==> config.mk <==
export PLATFORM = sky130hd
export DESIGN_NAME = vga_pixel_out
export DESIGN_NICKNAME = d
export VERILOG_FILES = /design/src/rtl/vga_timing_pkg.sv /design/src/rtl/vga_color_bar_gen.sv /design/src/rtl/vga_pixel_out.sv
export SDC_FILE = /design/constraint.sdc
export NUM_CORES = 1
export LEC_CHECK = 0
export BUFFER_PORTS_ARGS = -buffer_cell sky130_fd_sc_hd__buf_4
export CAP_MARGIN = 5
export CORE_MARGIN = 2
export CORE_UTILIZATION = 28
export CTS_CLUSTER_SIZE = 30
export DETAILED_ROUTE_END_ITERATION = 8
export PLACE_DENSITY = 0.6
export SLEW_MARGIN = 20
export SYNTH_ARGS = -nofsm -noshare
export SYNTH_HDL_FRONTEND = slang
export SYNTH_SLANG_ARGS = --single-unit
==> constraint.sdc <==
create_clock -name iCLK -period 1.8 [get_ports iCLK]
set_clock_uncertainty 0.05 [all_clocks]
set_input_delay 0.09 -clock iCLK [delete_from_list [all_inputs] [get_ports iCLK]]
set_output_delay 0.09 -clock iCLK [all_outputs]
set_load 0.01 [all_outputs]
==> src/rtl/vga_timing_pkg.sv <==
// Shared 640x480@60 raster defaults and pipeline types for the VGA output stage.
package vga_timing_pkg;

   localparam int H_ACTIVE_DEF = 640;
   localparam int H_FRONT_DEF  = 16;
   localparam int H_SYNC_DEF   = 96;
   localparam int H_BACK_DEF   = 48;
   localparam int V_ACTIVE_DEF = 480;
   localparam int V_FRONT_DEF  = 10;
   localparam int V_SYNC_DEF   = 2;
   localparam int V_BACK_DEF   = 33;
   localparam int COLOR_W_DEF  = 10;

   localparam int H_TOTAL_DEF = H_ACTIVE_DEF + H_FRONT_DEF + H_SYNC_DEF + H_BACK_DEF;
   localparam int V_TOTAL_DEF = V_ACTIVE_DEF + V_FRONT_DEF + V_SYNC_DEF + V_BACK_DEF;

   localparam int COORD_W  = 11;
   localparam int PIX_LAT  = 3;
   localparam int NUM_BARS = 8;

   // Sync and blank travel together down the delay line so they stay aligned with colour.
   typedef struct packed {
      logic hsN;
      logic vsN;
      logic active;
   } syncBits_t;

   localparam syncBits_t SYNC_IDLE = '{hsN: 1'b1, vsN: 1'b1, active: 1'b0};

endpackage

==> src/rtl/vga_color_bar_gen.sv <==
// Combinational colour-bar pattern: eight vertical bars from white on the left to black on the right.
module vga_color_bar_gen
   import vga_timing_pkg::*;
#(
   parameter int H_ACTIVE = H_ACTIVE_DEF,
   parameter int COLOR_W  = COLOR_W_DEF
) (
   input  logic [COORD_W-1:0] x,
   output logic [COLOR_W-1:0] red,
   output logic [COLOR_W-1:0] green,
   output logic [COLOR_W-1:0] blue
);

   logic [COORD_W-1:0] barIdx;
   logic [2:0]         k;

   // Bar index counts up left to right; k counts down so the leftmost bar is all ones.
   always_comb begin
      barIdx = x / COORD_W'(H_ACTIVE / NUM_BARS);
      k      = 3'd7 - barIdx[2:0];
      red    = {COLOR_W{k[2]}};
      green  = {COLOR_W{k[1]}};
      blue   = {COLOR_W{k[0]}};
   end

endmodule

==> src/rtl/vga_pixel_out.sv <==
// VGA raster generator and DAC pin driver with a fixed three-cycle pixel pipeline.
// Optional internal colour bars are enabled with `define VGA_PIXEL_OUT_TESTBARS_EN.
module vga_pixel_out
   import vga_timing_pkg::*;
#(
   parameter int H_ACTIVE = H_ACTIVE_DEF,
   parameter int H_FRONT  = H_FRONT_DEF,
   parameter int H_SYNC   = H_SYNC_DEF,
   parameter int H_BACK   = H_BACK_DEF,
   parameter int V_ACTIVE = V_ACTIVE_DEF,
   parameter int V_FRONT  = V_FRONT_DEF,
   parameter int V_SYNC   = V_SYNC_DEF,
   parameter int V_BACK   = V_BACK_DEF,
   parameter int COLOR_W  = COLOR_W_DEF
) (
   input  logic               iCLK,
   input  logic               iRST_N,
`ifdef VGA_PIXEL_OUT_TESTBARS_EN
   input  logic               iTest_Sel,
`endif
   input  logic [COLOR_W-1:0] iRed,
   input  logic [COLOR_W-1:0] iGreen,
   input  logic [COLOR_W-1:0] iBlue,
   output logic               oRequest,
   output logic [COORD_W-1:0] oCurrent_X,
   output logic [COORD_W-1:0] oCurrent_Y,
   output logic               oFrame_Start,
   output logic [COLOR_W-1:0] oVGA_R,
   output logic [COLOR_W-1:0] oVGA_G,
   output logic [COLOR_W-1:0] oVGA_B,
   output logic               oVGA_HS,
   output logic               oVGA_VS,
   output logic               oVGA_BLANK_N
);

   localparam int H_TOTAL  = H_ACTIVE + H_FRONT + H_SYNC + H_BACK;
   localparam int V_TOTAL  = V_ACTIVE + V_FRONT + V_SYNC + V_BACK;
   localparam int HS_START = H_ACTIVE + H_FRONT;
   localparam int HS_END   = H_ACTIVE + H_FRONT + H_SYNC - 1;
   localparam int VS_START = V_ACTIVE + V_FRONT;
   localparam int VS_END   = V_ACTIVE + V_FRONT + V_SYNC - 1;

   logic               running;
   logic [COORD_W-1:0] hCnt;
   logic [COORD_W-1:0] vCnt;
   syncBits_t          sync0;
   syncBits_t          syncPipe [PIX_LAT];
   logic [COLOR_W-1:0] selRed;
   logic [COLOR_W-1:0] selGreen;
   logic [COLOR_W-1:0] selBlue;

   // The first edge after reset only arms the raster, so pixel (0,0) is requested on the second edge.
   always_ff @(posedge iCLK or negedge iRST_N) begin
      if (!iRST_N) begin
         running <= 1'b0;
         hCnt    <= '0;
         vCnt    <= '0;
      end else begin
         running <= 1'b1;
         if (running) begin
            if (hCnt == COORD_W'(H_TOTAL - 1)) begin
               hCnt <= '0;
               vCnt <= (vCnt == COORD_W'(V_TOTAL - 1)) ? '0 : vCnt + 1'b1;
            end else begin
               hCnt <= hCnt + 1'b1;
            end
         end
      end
   end

   always_comb begin
      sync0        = SYNC_IDLE;
      sync0.active = running && (hCnt < COORD_W'(H_ACTIVE)) && (vCnt < COORD_W'(V_ACTIVE));
      sync0.hsN    = !((hCnt >= COORD_W'(HS_START)) && (hCnt <= COORD_W'(HS_END)));
      sync0.vsN    = !((vCnt >= COORD_W'(VS_START)) && (vCnt <= COORD_W'(VS_END)));
   end

   // Stage 1 issues the request; syncPipe carries sync/blank down to the pins in step with it.
   always_ff @(posedge iCLK or negedge iRST_N) begin
      if (!iRST_N) begin
         for (int i = 0; i < PIX_LAT; i++) syncPipe[i] <= SYNC_IDLE;
         oCurrent_X   <= '0;
         oCurrent_Y   <= '0;
         oFrame_Start <= 1'b0;
      end else begin
         syncPipe[0] <= sync0;
         for (int i = 1; i < PIX_LAT; i++) syncPipe[i] <= syncPipe[i-1];
         oCurrent_X   <= sync0.active ? hCnt : '0;
         oCurrent_Y   <= sync0.active ? vCnt : '0;
         oFrame_Start <= sync0.active && (hCnt == '0) && (vCnt == '0);
      end
   end

   assign oRequest = syncPipe[0].active;

`ifdef VGA_PIXEL_OUT_TESTBARS_EN
   logic [COORD_W-1:0] x2;
   logic [COLOR_W-1:0] barRed;
   logic [COLOR_W-1:0] barGreen;
   logic [COLOR_W-1:0] barBlue;

   always_ff @(posedge iCLK or negedge iRST_N) begin
      if (!iRST_N) x2 <= '0;
      else         x2 <= oCurrent_X;
   end

   vga_color_bar_gen #(.H_ACTIVE(H_ACTIVE), .COLOR_W(COLOR_W)) barGen (
      .x    (x2),
      .red  (barRed),
      .green(barGreen),
      .blue (barBlue)
   );

   always_comb begin
      selRed   = iTest_Sel ? barRed   : iRed;
      selGreen = iTest_Sel ? barGreen : iGreen;
      selBlue  = iTest_Sel ? barBlue  : iBlue;
   end
`else
   always_comb begin
      selRed   = iRed;
      selGreen = iGreen;
      selBlue  = iBlue;
   end
`endif

   // Colour is gated by the delayed active flag so blanking-time garbage never reaches the DAC.
   always_ff @(posedge iCLK or negedge iRST_N) begin
      if (!iRST_N) begin
         oVGA_R <= '0;
         oVGA_G <= '0;
         oVGA_B <= '0;
      end else begin
         oVGA_R <= syncPipe[PIX_LAT-2].active ? selRed   : '0;
         oVGA_G <= syncPipe[PIX_LAT-2].active ? selGreen : '0;
         oVGA_B <= syncPipe[PIX_LAT-2].active ? selBlue  : '0;
      end
   end

   assign oVGA_HS      = syncPipe[PIX_LAT-1].hsN;
   assign oVGA_VS      = syncPipe[PIX_LAT-1].vsN;
   assign oVGA_BLANK_N = syncPipe[PIX_LAT-1].active;

endmodule

==> impl_metrics.json <==
{
  "wl_per_cell_um": 13.5,
  "synth.avg_cell_area_sq_um": 12.6,
  "cp_data_required_time_ps": 1960,
  "synth_top_area_share_pct": 61.5,
  "ioPinCount": 89,
  "gr-total-overflow": 0,
  "mostFrequentLayoutCells": "109 x buf_4, 79 x dfrtp_1, 51 x and2_1",
  "grt_pass1_vias": 2459,
  "cp_slowest_cell": "dfrtp_1",
  "drive_gt1_share_pct": 35.3,
  "die_h_um": 111,
  "slowest_delay_ps": 410,
  "crit_chain": "nor4_4, buf_4, nand4_4, buf_4, o21ai_0, o41ai_2",
  "syn2layout_area_growth_pct": 50.7,
  "crit_cells": 6,
  "firstDrtPassIters": 4,
  "dieWidth_um": 111,
  "grt_start_max_net_pins": 44,
  "worst_pin_slew_ps": 693,
  "power.total_w": 0.00478,
  "diodes": 0,
  "dp_hpwl_mm": 5.03,
  "root_buffer": "clkbuf_16",
  "yosys_register_bits": 85,
  "yosysSeqAreaShare_pct": 66.4,
  "finalCritPeriodShare_pct": 96.6,
  "min_path_type": "primary input to async pin",
  "clk_latency_ps": 340,
  "cts_inserted_buffers": 9,
  "cts_tree": "done",
  "p_per_area_mw_per_mm2": 986,
  "critical_path_class": "flip-flop to flip-flop",
  "viasPerCell": 4.38,
  "crit_path_frequent_cell": "buf_4",
  "multi_input_area_sq_mm": 0.00105,
  "drt_wl_total_mm": 7.39,
  "finalSetupViolations": 0,
  "worst_slack_ps": 61.0,
  "period_needed_ps": 1740,
  "stdcell_area_sq_mm": 0.00485,
  "gr-usage-all-layers_pct": 12.1,
  "ctsHtreeMaxLevel": 3,
  "synth_top_area_cell": "dfrtp_1",
  "initial_core_util_pct": 28.4,
  "yosysUniqueCellTypes": 43,
  "cp-end-kind": "flip-flop",
  "grt_pass1_wl_mm": 11.9,
  "synthTopCellsByArea": "dfrtp_1 61%, and2_1 9.9%, dfstp_2 4.9%, o21ai_0 1.7%, nand2_1 1.6%",
  "setup_tns_ps": 0,
  "cts.path.max_buffers": 2,
  "arrival_ps": 1890,
  "setup.worst_path.start_class": "flip-flop",
  "status": "finished clean",
  "syn-cell-area_sq_mm": 0.00322,
  "antenna_found_initial": 0,
  "cp_max_fo": 6,
  "ys_dominant_reg_cell": "dfrtp_1",
  "drv_cap": 0,
  "ir_drop_mv": 0.484,
  "ff2ff_path_depth": 6,
  "place.gp.congestion": 0.848,
  "rows": 39,
  "yosys_warnings": 0,
  "dpl_cell_area_sq_mm": 0.00419,
  "post-route-util_pct": 42.8,
  "coreArea_sq_mm": 0.0113,
  "slew-limit-headroom_pct": 53.8,
  "p_leak_nw": 2.40,
  "synthArstFlopShare_pct": 100,
  "ant_nets": 0,
  "final_net_count": 436,
  "cts.clk_slew.worst_paths_ps": 60,
  "syn_inst": 255,
  "clock-sinks": 85,
  "synth_edf_count": 0,
  "first_iter_violations": 217,
  "dp_slack_ps": 50.3,
  "fmax_mhz": 575,
  "seqCellArea_sq_mm": 0.00213,
  "final_common_cell": "buf_4",
  "slew_violations": 0,
  "port_buffers": 88,
  "hold_violations": 0,
  "dieArea_sq_mm": 0.0124,
  "drcViolationCount": 0,
  "path_delay_family": "flip-flops",
  "fill_cells": 1037,
  "crit_buf_inv": 2,
  "vias": 2400
}
metrics by stage:
| step | hold WS [ps] | instances |
|---|---|---|
| final | 120 | 548 |
| after CTS | 128 | 547 |
| after global placement | -61.3 | 500 |
| after global routing | 151 | 548 |
| after detailed placement | -57.5 | 500 |
| after floorplan | -256 | 257 |
power breakdown:
part	switching, W	internal, W
registers	0.0000734	0.00204
logic	0.000337	0.000393
clock network	0.000720	0.00121
total	0.00113	0.00365
routing by layer:
metal  up-vias  global-route usage [%]  routed length, um
met2        75                    20.4               3730
met5         -                       0                  0
met3        14                    3.83                394
li1       1150                       -                  -
met1      1161                    14.6               3130
met4         0                    4.36                128
layout make-up:
cell class | count | share of cell area [%]
timing repair buffer | 141 | 23.7
multi-input combinational | 157 | 21.6
inverter | 6 | 0.465
sequential | 85 | 44.0
tap | 143 | 3.69
clock inverter | 6 | 1.78
clock buffer | 10 | 4.72
Yosys cell counts (3+ instances only):
master,count
dfrtp_1,79
and2_1,51
nand2_1,14
o21ai_0,11
nand3_1,9
nor2_1,7
nor3_1,7
and3_1,6
clkbuf_1,6
dfstp_2,6
inv_1,6
ha_1,4
xnor2_1,4
a21oi_1,3
and4_1,3
nor4b_1,3
o31ai_1,3
registers in the layout, indices dropped and copies added (netlist names), 5 cells and up:
signal	flops
vCnt	11
oVGA_B	10
syncPipe	5
oCurrent_Y	11
oCurrent_X	11
oVGA_R	10
oVGA_G	10
hCnt	11
worst reg2reg max path, delay by kind of cell (launching register included):
family / cells / cell delay [ps]
and+or+nand+nor: 2 / 400
buffers and inverters: 2 / 380
DFF: 1 / 410
AOI/OAI and AO/OA: 2 / 380
repair_timing:
action / in CTS / in global routing
hold endpoints to repair: 109 / 0
buffers inserted: 0 / 1
hold buffers: 31 / 0
resized for setup: 0 / 6
setup endpoints to repair: 0 / 8
logic make-up (layout without fill, tap and decap cells):
logic type	Yosys count	count (layout)	share of synthesized area, %
and+or+nand+nor	114	114	21.9
DFF	85	85	66.4
AOI/OAI and AO/OA	27	27	5.64
buffers and inverters	15	163	2.06
xor gates and xnor gates	6	6	1.63
adders and majority gates	4	4	1.56
other	2	4	0.233
muxes	2	2	0.661
worst paths after layout:
| check | startpoint | endpoint | slack [ps] |
|---|---|---|---|
| max in group asynchronous | iRST_N | oVGA_HS | 910 |
| hold reg to reg | syncPipe[4] | oVGA_VS | 300 |
| setup / recovery | hCnt[6] | vCnt[6] | 60 |
| setup reg to reg | hCnt[6] | vCnt[6] | 60 |
| min in group iCLK | syncPipe[4] | oVGA_VS | 300 |
| hold / removal | iRST_N | vCnt[6] | 120 |
(Power assumes the default switching activity.)
